File: config.mk
export PLATFORM = sky130hd
export DESIGN_NAME = ps2_host_tx_flat
export DESIGN_NICKNAME = d
export VERILOG_FILES = /design/src/rtl/ps2_host_tx_if.sv /design/src/rtl/ps2_host_tx.sv /design/src/flat_wrapper.sv
export SDC_FILE = /design/constraint.sdc
export NUM_CORES = 1
export LEC_CHECK = 0
export BUFFER_PORTS_ARGS = -buffer_cell sky130_fd_sc_hd__buf_2
export CAP_MARGIN = 20
export CORE_MARGIN = 2
export CORE_UTILIZATION = 29
export CTS_BUF_LIST = sky130_fd_sc_hd__clkbuf_16
export DETAILED_ROUTE_END_ITERATION = 16
export PLACE_DENSITY = 0.41
export RECOVER_POWER = 25
export SETUP_SLACK_MARGIN = 0.4
export SLEW_MARGIN = 25
export SYNTH_ARGS = -nofsm -noshare
export SYNTH_HDL_FRONTEND = slang
export SYNTH_SLANG_ARGS = --single-unit
export TNS_END_PERCENT = 1
File: constraint.sdc
create_clock -name clk -period 2.45 [get_ports clk]
set_input_delay 0.245 -clock clk [delete_from_list [all_inputs] [get_ports clk]]
set_output_delay 0.245 -clock clk [all_outputs]
set_load 0.005 [all_outputs]
File: src/rtl/ps2_host_tx_if.sv
// Host-to-device PS/2 command channel: byte handshake, status flags and
// the raw/open-drain PS/2 line pins.
interface ps2_host_tx_if;
  logic [7:0] tx_data;
  logic       tx_valid;
  logic       tx_ready;
  logic       tx_done;
  logic       tx_error;
  logic       busy;
  logic       ps2_clk_in;
  logic       ps2_dat_in;
  logic       ps2_clk_oe;
  logic       ps2_dat_oe;

  modport master (
    output tx_data, tx_valid, ps2_clk_in, ps2_dat_in,
    input  tx_ready, tx_done, tx_error, busy, ps2_clk_oe, ps2_dat_oe
  );

  modport slave (
    input  tx_data, tx_valid, ps2_clk_in, ps2_dat_in,
    output tx_ready, tx_done, tx_error, busy, ps2_clk_oe, ps2_dat_oe
  );
endinterface

File: src/rtl/ps2_host_tx.sv
// PS/2 host-to-device transmitter: inhibits the bus, issues a start bit,
// then shifts a command byte out on device clock falling edges and checks the ACK.
module ps2_host_tx #(
  parameter int unsigned INHIBIT_CYCLES     = 5000,
  parameter int unsigned START_SETUP_CYCLES = 50,
  parameter int unsigned TIMEOUT_CYCLES     = 100000
) (
  input logic         clk,
  input logic         reset,
  ps2_host_tx_if.slave bus
);

  localparam int unsigned PH_MAX = (INHIBIT_CYCLES > START_SETUP_CYCLES) ?
                                   INHIBIT_CYCLES : START_SETUP_CYCLES;
  localparam int unsigned CW     = $clog2(PH_MAX + 1);
  localparam int unsigned TW     = $clog2(TIMEOUT_CYCLES + 1);

  typedef enum logic [3:0] {
    S_IDLE, S_INHIBIT, S_START, S_DATA, S_PARITY,
    S_STOP, S_ACK, S_RELEASE, S_FINISH
  } state_t;

  state_t          r_state, w_state;
  logic            r_c_s1, r_c_s2, r_c_prev;
  logic            r_d_s1, r_d_s2;
  logic [7:0]      r_shift, w_shift;
  logic            r_parity, w_parity;
  logic [2:0]      r_idx, w_idx;
  logic            r_err, w_err;
  logic [CW-1:0]   r_cnt, w_cnt;
  logic [TW-1:0]   r_to_cnt, w_to_cnt;
  logic            r_clk_oe, w_clk_oe;
  logic            r_dat_oe, w_dat_oe;
  logic            w_fe;
  logic            w_in_xfer;
  logic            w_timeout;

  assign w_fe      = r_c_prev & ~r_c_s2;
  assign w_in_xfer = (r_state == S_DATA)  || (r_state == S_PARITY) ||
                     (r_state == S_STOP)  || (r_state == S_ACK)    ||
                     (r_state == S_RELEASE);
  // A device edge in the same cycle as expiry counts as progress, not a timeout.
  assign w_timeout = w_in_xfer && !w_fe && (r_to_cnt == TW'(TIMEOUT_CYCLES - 1));

  always_ff @(posedge clk) begin
    if (reset) begin
      r_state  <= S_IDLE;
      r_c_s1   <= 1'b1;
      r_c_s2   <= 1'b1;
      r_c_prev <= 1'b1;
      r_d_s1   <= 1'b1;
      r_d_s2   <= 1'b1;
      r_shift  <= '0;
      r_parity <= 1'b0;
      r_idx    <= '0;
      r_err    <= 1'b0;
      r_cnt    <= '0;
      r_to_cnt <= '0;
      r_clk_oe <= 1'b0;
      r_dat_oe <= 1'b0;
    end else begin
      r_state  <= w_state;
      r_c_s1   <= bus.ps2_clk_in;
      r_c_s2   <= r_c_s1;
      r_c_prev <= r_c_s2;
      r_d_s1   <= bus.ps2_dat_in;
      r_d_s2   <= r_d_s1;
      r_shift  <= w_shift;
      r_parity <= w_parity;
      r_idx    <= w_idx;
      r_err    <= w_err;
      r_cnt    <= w_cnt;
      r_to_cnt <= w_to_cnt;
      r_clk_oe <= w_clk_oe;
      r_dat_oe <= w_dat_oe;
    end
  end

  // Line drives are computed for the next state so the pins come straight from flops.
  always_comb begin
    w_state  = r_state;
    w_shift  = r_shift;
    w_parity = r_parity;
    w_idx    = r_idx;
    w_err    = r_err;
    w_cnt    = r_cnt;
    w_to_cnt = '0;
    w_clk_oe = 1'b0;
    w_dat_oe = r_dat_oe;

    if (w_in_xfer)
      w_to_cnt = w_fe ? '0 : r_to_cnt + TW'(1);

    unique case (r_state)
      S_IDLE: begin
        w_dat_oe = 1'b0;
        if (bus.tx_valid) begin
          w_shift  = bus.tx_data;
          w_parity = ~^bus.tx_data;
          w_err    = 1'b0;
          w_cnt    = '0;
          w_clk_oe = 1'b1;
          w_state  = S_INHIBIT;
        end
      end
      S_INHIBIT: begin
        w_clk_oe = 1'b1;
        w_dat_oe = 1'b0;
        if (r_cnt == CW'(INHIBIT_CYCLES - 1)) begin
          w_cnt    = '0;
          w_dat_oe = 1'b1;
          w_state  = S_START;
        end else begin
          w_cnt = r_cnt + CW'(1);
        end
      end
      S_START: begin
        w_clk_oe = 1'b1;
        w_dat_oe = 1'b1;
        if (r_cnt == CW'(START_SETUP_CYCLES - 1)) begin
          w_cnt    = '0;
          w_clk_oe = 1'b0;
          w_idx    = '0;
          w_to_cnt = '0;
          w_state  = S_DATA;
        end else begin
          w_cnt = r_cnt + CW'(1);
        end
      end
      S_DATA: begin
        if (w_fe) begin
          w_dat_oe = ~r_shift[0];
          w_shift  = {1'b0, r_shift[7:1]};
          w_idx    = r_idx + 3'd1;
          if (r_idx == 3'd7)
            w_state = S_PARITY;
        end
      end
      S_PARITY: begin
        if (w_fe) begin
          w_dat_oe = ~r_parity;
          w_state  = S_STOP;
        end
      end
      S_STOP: begin
        if (w_fe) begin
          w_dat_oe = 1'b0;
          w_state  = S_ACK;
        end
      end
      S_ACK: begin
        w_dat_oe = 1'b0;
        if (w_fe) begin
          w_err   = r_d_s2;
          w_state = S_RELEASE;
        end
      end
      S_RELEASE: begin
        w_dat_oe = 1'b0;
        if (r_c_s2 && r_d_s2)
          w_state = S_FINISH;
      end
      S_FINISH: begin
        w_dat_oe = 1'b0;
        w_state  = S_IDLE;
      end
      default: begin
        w_dat_oe = 1'b0;
        w_state  = S_IDLE;
      end
    endcase

    if (w_timeout) begin
      w_err    = 1'b1;
      w_clk_oe = 1'b0;
      w_dat_oe = 1'b0;
      w_state  = S_FINISH;
    end
  end

  assign bus.tx_ready   = (r_state == S_IDLE);
  assign bus.busy       = (r_state != S_IDLE);
  assign bus.tx_done    = (r_state == S_FINISH);
  assign bus.tx_error   = (r_state == S_FINISH) & r_err;
  assign bus.ps2_clk_oe = r_clk_oe;
  assign bus.ps2_dat_oe = r_dat_oe;

endmodule

File: src/flat_wrapper.sv
// flat-port wrapper written by rule: the top's interface ports become plain ports
module ps2_host_tx_flat 
#(
  parameter int unsigned INHIBIT_CYCLES     = 5000,
  parameter int unsigned START_SETUP_CYCLES = 50,
  parameter int unsigned TIMEOUT_CYCLES     = 100000
)
  (clk, reset, bus_tx_data, bus_tx_valid, bus_ps2_clk_in, bus_ps2_dat_in, bus_tx_ready, bus_tx_done, bus_tx_error, bus_busy, bus_ps2_clk_oe, bus_ps2_dat_oe);
  ps2_host_tx_if bus_i ();
  input logic clk;
  input logic reset;
  input wire logic [$bits(bus_i.tx_data)-1:0] bus_tx_data;
  input wire logic [$bits(bus_i.tx_valid)-1:0] bus_tx_valid;
  input wire logic [$bits(bus_i.ps2_clk_in)-1:0] bus_ps2_clk_in;
  input wire logic [$bits(bus_i.ps2_dat_in)-1:0] bus_ps2_dat_in;
  output wire logic [$bits(bus_i.tx_ready)-1:0] bus_tx_ready;
  output wire logic [$bits(bus_i.tx_done)-1:0] bus_tx_done;
  output wire logic [$bits(bus_i.tx_error)-1:0] bus_tx_error;
  output wire logic [$bits(bus_i.busy)-1:0] bus_busy;
  output wire logic [$bits(bus_i.ps2_clk_oe)-1:0] bus_ps2_clk_oe;
  output wire logic [$bits(bus_i.ps2_dat_oe)-1:0] bus_ps2_dat_oe;
  assign bus_i.tx_data = bus_tx_data;
  assign bus_i.tx_valid = bus_tx_valid;
  assign bus_i.ps2_clk_in = bus_ps2_clk_in;
  assign bus_i.ps2_dat_in = bus_ps2_dat_in;
  assign bus_tx_ready = bus_i.tx_ready;
  assign bus_tx_done = bus_i.tx_done;
  assign bus_tx_error = bus_i.tx_error;
  assign bus_busy = bus_i.busy;
  assign bus_ps2_clk_oe = bus_i.ps2_clk_oe;
  assign bus_ps2_dat_oe = bus_i.ps2_dat_oe;
  ps2_host_tx #(.INHIBIT_CYCLES(INHIBIT_CYCLES), .START_SETUP_CYCLES(START_SETUP_CYCLES), .TIMEOUT_CYCLES(TIMEOUT_CYCLES)) u_core (.clk(clk), .reset(reset), .bus(bus_i));
endmodule
[Word-level counts from Yosys, hierarchy flattened]
Cells that the tools add are included.
W data, S select, Z words.
Cells by class
  add/sub/neg operators: 3
  equal/unequal tests: 30
  multiplexer cells: 37
  bitwise logic cells: 5
  reduce and logical (&&, ||, !) cells: 24
Operators by type and width (number)
  $mux W17: 4
  $mux W4: 10
  $mux W13: 3
  $pmux W13 S3: 1
  $pmux W4 S8: 1
  $ne A3 B1 Y1 const B: 6
  $reduce_and A9 Y1: 2
  $add A17 B1 Y17 const B: 1
  $eq A17 B17 Y1 const B: 1
  $eq A4 B3 Y1 const B: 4
  $mux W8: 2
  $pmux W8 S2: 1
  $add A13 B1 Y13 const B: 1
  $eq A13 B13 Y1 const B: 1
  $eq A13 B6 Y1 const B: 1
  $ne A2 B1 Y1 const B: 6
  $reduce_and A3 Y1: 4
  $mux W1: 9
  $ne A3 B2 Y1 const B: 3
  $eq A4 B2 Y1 const B: 2
  $reduce_xnor A8 Y1: 1
  $mux W3: 2
  $ne A2 B2 Y1 const B: 3
  $pmux W3 S2: 1
  other kinds (18): 29
Word-level totals
  bits in registers: 54
  input port bits: 13
  output and inout bits: 6
  word-level logic and storage cells: 114

[Logic depth before layout (Yosys ltp)]
  depth in word-level cells: 9
  mapped depth: 9
  gate-level depth less buffers: 7

[Worst setup path after synthesis]
Ideal clock, no wire load.
  kind: register to register
  start point: register u_core.r_cnt[0]
  end point: register u_core.r_state[3]
  setup time: 0.070 ns
  data arrival time: 1.901 ns
  required time: 2.380 ns
  path slack: 0.478 ns
  cell stages (with the launch flop): 7
  path buffers: 0
  period minus slack after synthesis: 1.972 ns
  cell sequence: dfxtp_1 > ha_1 > nor4bb_1 > nand3_1 > a21o_1 > or4b_2 > a21oi_1
Between the ends
  cells in the longest elaborated chain, start to end: 3
  elaborated cells between the ends (all ways): 5
  those cells by class: 4 x eq/ne; 1 x reduce/logical
Ends and longest elaborated chain
  start: declaration: line ps2_host_tx.sv:30  | logic [CW-1:0] r_cnt, w_cnt;
  start signal: assignment: line ps2_host_tx.sv:72  | r_cnt <= w_cnt;
  $eq A13 B6 Y1 / $eq A13 B13 Y1 (equally long branches): line ps2_host_tx.sv:120, ps2_host_tx.sv:109
  $ne A3 B1 Y1 (no source line)
  $reduce_and A9 Y1 (no source line) (*)
  end signal: assignment: line ps2_host_tx.sv:62  | r_state <= w_state;
  end: declaration: line ps2_host_tx.sv:23  | state_t r_state, w_state;
Mark *: on every way between the ends. The rest lies on a longest branch, timed or not.
A chain may end at the register's enable or synchronous reset.

[Worst setup path after layout]
  start point: register u_core.r_state[1]
  end point: register u_core.r_cnt[7]
Between the ends
  cells in the longest elaborated chain, start to end: 3
  elaborated cells between the ends (all ways): 7
  those cells by class: 3 x eq/ne; 1 x mux; 3 x reduce/logical
Ends and longest elaborated chain
  $eq A4 B1 Y1 (tied with other cells): line ps2_host_tx.sv:94  | unique case (r_state)
  $reduce_bool A3 Y1 (no source line) / $ne A2 B2 Y1 (equally long branches)
  $reduce_and A2 Y1 (no source line)
Several ways; a longest one is shown, not always the timed one.

==> impl_metrics.yaml <==
outcome:
  status: "finished, final reports clean"
flow_run:
  drv.max_cap_violation_count: 0
sta:
  slew_violations: 0
  finalHoldViolCount: 0
  total_negative_setup_slacks_ns: 0
  finalClockSkew_ns: 0.004149
  maxSlewHeadroom: 0.2786
  unrepaired_setup_endpoints_after_global_routing: "true"
  finalCriticalPeriod_ns: 2.146
  timing_worst_slew_pin_value_ns: 1.082
  timing.final.crit_share: 0.8758
  fmax_mhz: 466.0
  finalSetupViolations: 0
drt:
  drt_pre_antenna_iters: 5
  post-route-drc-count: 0
  routed_wire_length_per_instance_um: 13.06
  postRouteAntennaNets: 0
  via_per_inst: 4.926
  detail_route.iter0.violations: 82
  total_number_of_vias: 2404
  routed_wirelength_um: 6374
layout:
  syn_to_final_growth_pct: 18.61
  antenna_diode_instance_count: 0
  most_frequent_standard_cell_in_the_layout_excluding_fill_and_tap_cells: "sky130_fd_sc_hd__dfxtp_1"
  drive_above_1_share: 0.1727
  mostFrequentLayoutCells: "sky130_fd_sc_hd__dfxtp_1 (47), sky130_fd_sc_hd__nand2_1 (45), sky130_fd_sc_hd__nor2_1 (36)"
  num-nets-final: 376
  fill_cells: 983
synth:
  synth_nets: 353
  post_synth_num_cell_types: 46
  synth_area_per_cell_sq_um: 8.209
  synth_edf_count: 0
  yosys_warnings: 0
  seq_area_frac_synth: 0.3931
  yosys_most_used_dff: "sky130_fd_sc_hd__dfxtp_1"
  synth.cell_area_sq_um: 2750
  yosys_register_bits: 54
  synth_cells: 335
  synth_async_sr_flop_share: 0
worst_setup_path:
  setup.worst_path.end: "u_core.r_cnt[7]"
  worstPathMaxFanout: 14
  cp.arrival_ns: 2.34
  setup.worst_path.end_class: "register"
  critical_path.reg2reg.startpoint: "u_core.r_state[1]"
  crit_path_start_kind: "register"
  critical_path.startpoint: "u_core.r_state[1]"
  crit-reg2reg-capture: "u_core.r_cnt[7]"
  worst-setup-path-type: "reg2reg"
  regToRegSetupSlack_ns: 0.30
  worst_r2r_path_depth: 6
  critical_path_required_ns: 2.64
floorplanning:
  initial_utilization: 0.2976
  floorplan.die.width_um: 101.4
  io_pins: 19
  fp-row-count: 35
  floorplan.die.height_um: 101.4
  core_area_sq_um: 9240
  dieArea_sq_um: 10280
clock_tree:
  tritoncts.num_buffers: 5
  cts_sinks: 54
  clkLatencyLatePin_ns: 0.29
  cts_tree: "built"
  cts.clk_slew.worst_paths_ns: 0.07
  clock-root-buffer: "sky130_fd_sc_hd__clkbuf_16"
  clockBufferDepth: 2
  clock_tree.htree_level_count: 2
global_route:
  grt_overflow_total: 0
  groute.usage.overall: 0.1298
  first_global_vias: 2229
  largest_net_degree_at_the_start_of_global_routing: 25
  grt_first_pass_wirelength_um: 10640
  number_of_antenna_violations_at_the_first_check_in_global_routing: 0
power_and_ir_drop:
  static-leakage-power_nw: 1.114
  powerDensity_nw_per_um2: 896.5
  design_power_total_mw: 2.924
  ir_worst_vdd_mv: 0.3544
placed_design:
  place.detailed.hpwl_um: 4588
  placement.io_buffers: 18
  place_congestion: 0.7379
min_path:
  worstHoldPathType: "in2reg"
## repair_timing
item,4_1_cts,5_1_grt
buffers inserted,2,1
endpoints found under the hold margin,0,0
pin swaps,0,4
setup endpoints to repair,18,19
hold buffers,0,0
gates resized for setup,7,14
## worst min-delay path by stage
stage | start | endpoint | slack [ns] | cells past startpoint
after floorplan | reset | u_core.r_shift[7] | 0.32 | 1
after global placement | u_core.r_d_s1 | u_core.r_d_s2 | 0.40 | 1
after detailed placement | u_core.r_c_s1 | u_core.r_c_s2 | 0.40 | 1
after CTS | bus_ps2_dat_in | u_core.r_d_s1 | 0.13 | 2
after global routing | bus_ps2_dat_in | u_core.r_d_s1 | 0.13 | 2
final | bus_ps2_clk_in | u_core.r_c_s1 | 0.13 | 2
## power breakdown
part / switching (mW) / internal (mW) / total, mW / leakage (nW)
clock: 0.320 / 0.479 / 0.799 / 0.0812
combinational: 0.595 / 0.444 / 1.04 / 0.590
sequential: 0.103 / 0.983 / 1.09 / 0.443
## synth_stat cells (2+ instances only)
cell type                  instances  area [sq um]
sky130_fd_sc_hd__nor4bb_1          2         20.02
sky130_fd_sc_hd__or4b_1            2         20.02
sky130_fd_sc_hd__a211o_1           3         26.28
sky130_fd_sc_hd__nand2b_1          6         37.54
sky130_fd_sc_hd__xnor2_1          15         131.4
sky130_fd_sc_hd__inv_1             7         26.28
sky130_fd_sc_hd__a31oi_1           4         25.02
sky130_fd_sc_hd__a41oi_1           5         43.79
sky130_fd_sc_hd__nand4_1           3         18.77
sky130_fd_sc_hd__or3_1             4         25.02
sky130_fd_sc_hd__nor3_1            7         35.03
sky130_fd_sc_hd__and3_1            9         56.30
sky130_fd_sc_hd__buf_6             2         22.52
sky130_fd_sc_hd__nor2_1           36         135.1
sky130_fd_sc_hd__buf_2             4         20.02
sky130_fd_sc_hd__nand2_1          45         168.9
sky130_fd_sc_hd__nand3b_1          2         15.01
sky130_fd_sc_hd__clkbuf_1         11         41.29
sky130_fd_sc_hd__nand3_1          14         70.07
sky130_fd_sc_hd__or4_1             3         22.52
sky130_fd_sc_hd__a311oi_1         17         148.9
sky130_fd_sc_hd__o21ai_0          10         50.05
sky130_fd_sc_hd__nor4_1            6         37.54
sky130_fd_sc_hd__nor2b_1           3         18.77
sky130_fd_sc_hd__buf_4             2         15.01
sky130_fd_sc_hd__and4_1            5         43.79
sky130_fd_sc_hd__dfxtp_1          54          1081
sky130_fd_sc_hd__or2_2             8         50.05
sky130_fd_sc_hd__ha_1              5         62.56
sky130_fd_sc_hd__a211oi_1          2         15.01
sky130_fd_sc_hd__xor2_1            7         61.31
sky130_fd_sc_hd__a21oi_1          18         90.09
## flip-flops by register name, indices dropped and copies added, names as in the netlist
| signal | cells |
|---|---|
| u_core.r_d_s2 | 1 |
| u_core.r_to_cnt | 17 |
| u_core.r_c_s1 | 1 |
| u_core.r_idx | 3 |
| u_core.r_d_s1 | 1 |
| u_core.r_c_prev | 1 |
| u_core.r_cnt | 13 |
| u_core.r_c_s2 | 1 |
| u_core.bus.ps2_dat_oe | 1 |
| u_core.r_state | 4 |
| u_core.r_parity | 1 |
| u_core.bus.ps2_clk_oe | 1 |
| u_core.r_err | 1 |
| u_core.r_shift | 8 |
## worst max-delay path: stages (launching register included)
cell and delay, ns:
sky130_fd_sc_hd__dfxtp_1 0.57, sky130_fd_sc_hd__or4b_1 0.50, sky130_fd_sc_hd__a31oi_2 0.19, sky130_fd_sc_hd__a21o_1 0.23
sky130_fd_sc_hd__buf_6 0.19, sky130_fd_sc_hd__a41oi_1 0.12, sky130_fd_sc_hd__a311oi_1 0.25
## cells by family after synthesis
| family | after synthesis | share of synthesized area |
|---|---|---|
| compound gates | 66 | 0.1638 |
| buf+inv | 26 | 0.04550 |
| fa+ha+maj | 5 | 0.02275 |
| simple gates | 162 | 0.3048 |
| flops | 54 | 0.3931 |
| xor+xnor | 22 | 0.07007 |
## area by class of cell
class / instances / area (sq um) / area share
flip-flops and latches: 54 / 1092 / 0.3349
clock buffers: 5 / 125.1 / 0.03836
multi-input cells: 255 / 1605 / 0.4921
inverters: 7 / 26.28 / 0.008055
well taps: 129 / 161.4 / 0.04948
repair buffers: 35 / 210.2 / 0.06444
clock inverters: 3 / 41.29 / 0.01266
## layer usage
layer / vias to the layer above / wire [um] / share of wire / GRT usage
li1: 1256 / - / - / -
met1: 1115 / 3156 / 0.50 / 0.1762
met2: 31 / 2950 / 0.46 / 0.2104
met3: 2 / 221 / 0.035 / 0.02484
met4: 0 / 45 / 0.0071 / 0.03742
met5: - / 0 / 0 / 0
## stage by stage
stage                     worst slack [ns]  cell area (sq um)  std cells  hold slack [ns]  utilization
after global placement              0.2588               3008        477           0.3969       0.3255
after CTS                           0.3237               3203        487           0.1254       0.3466
final                               0.3042               3262        488           0.1330       0.3530
after global routing                0.1633               3262        488           0.1285       0.3530
after floorplan                     0.4781               2750        335           0.3166            -
after detailed placement            0.2376               3008        477           0.3964       0.3255
No activity file was read; power rests on OpenSTA's default activity.
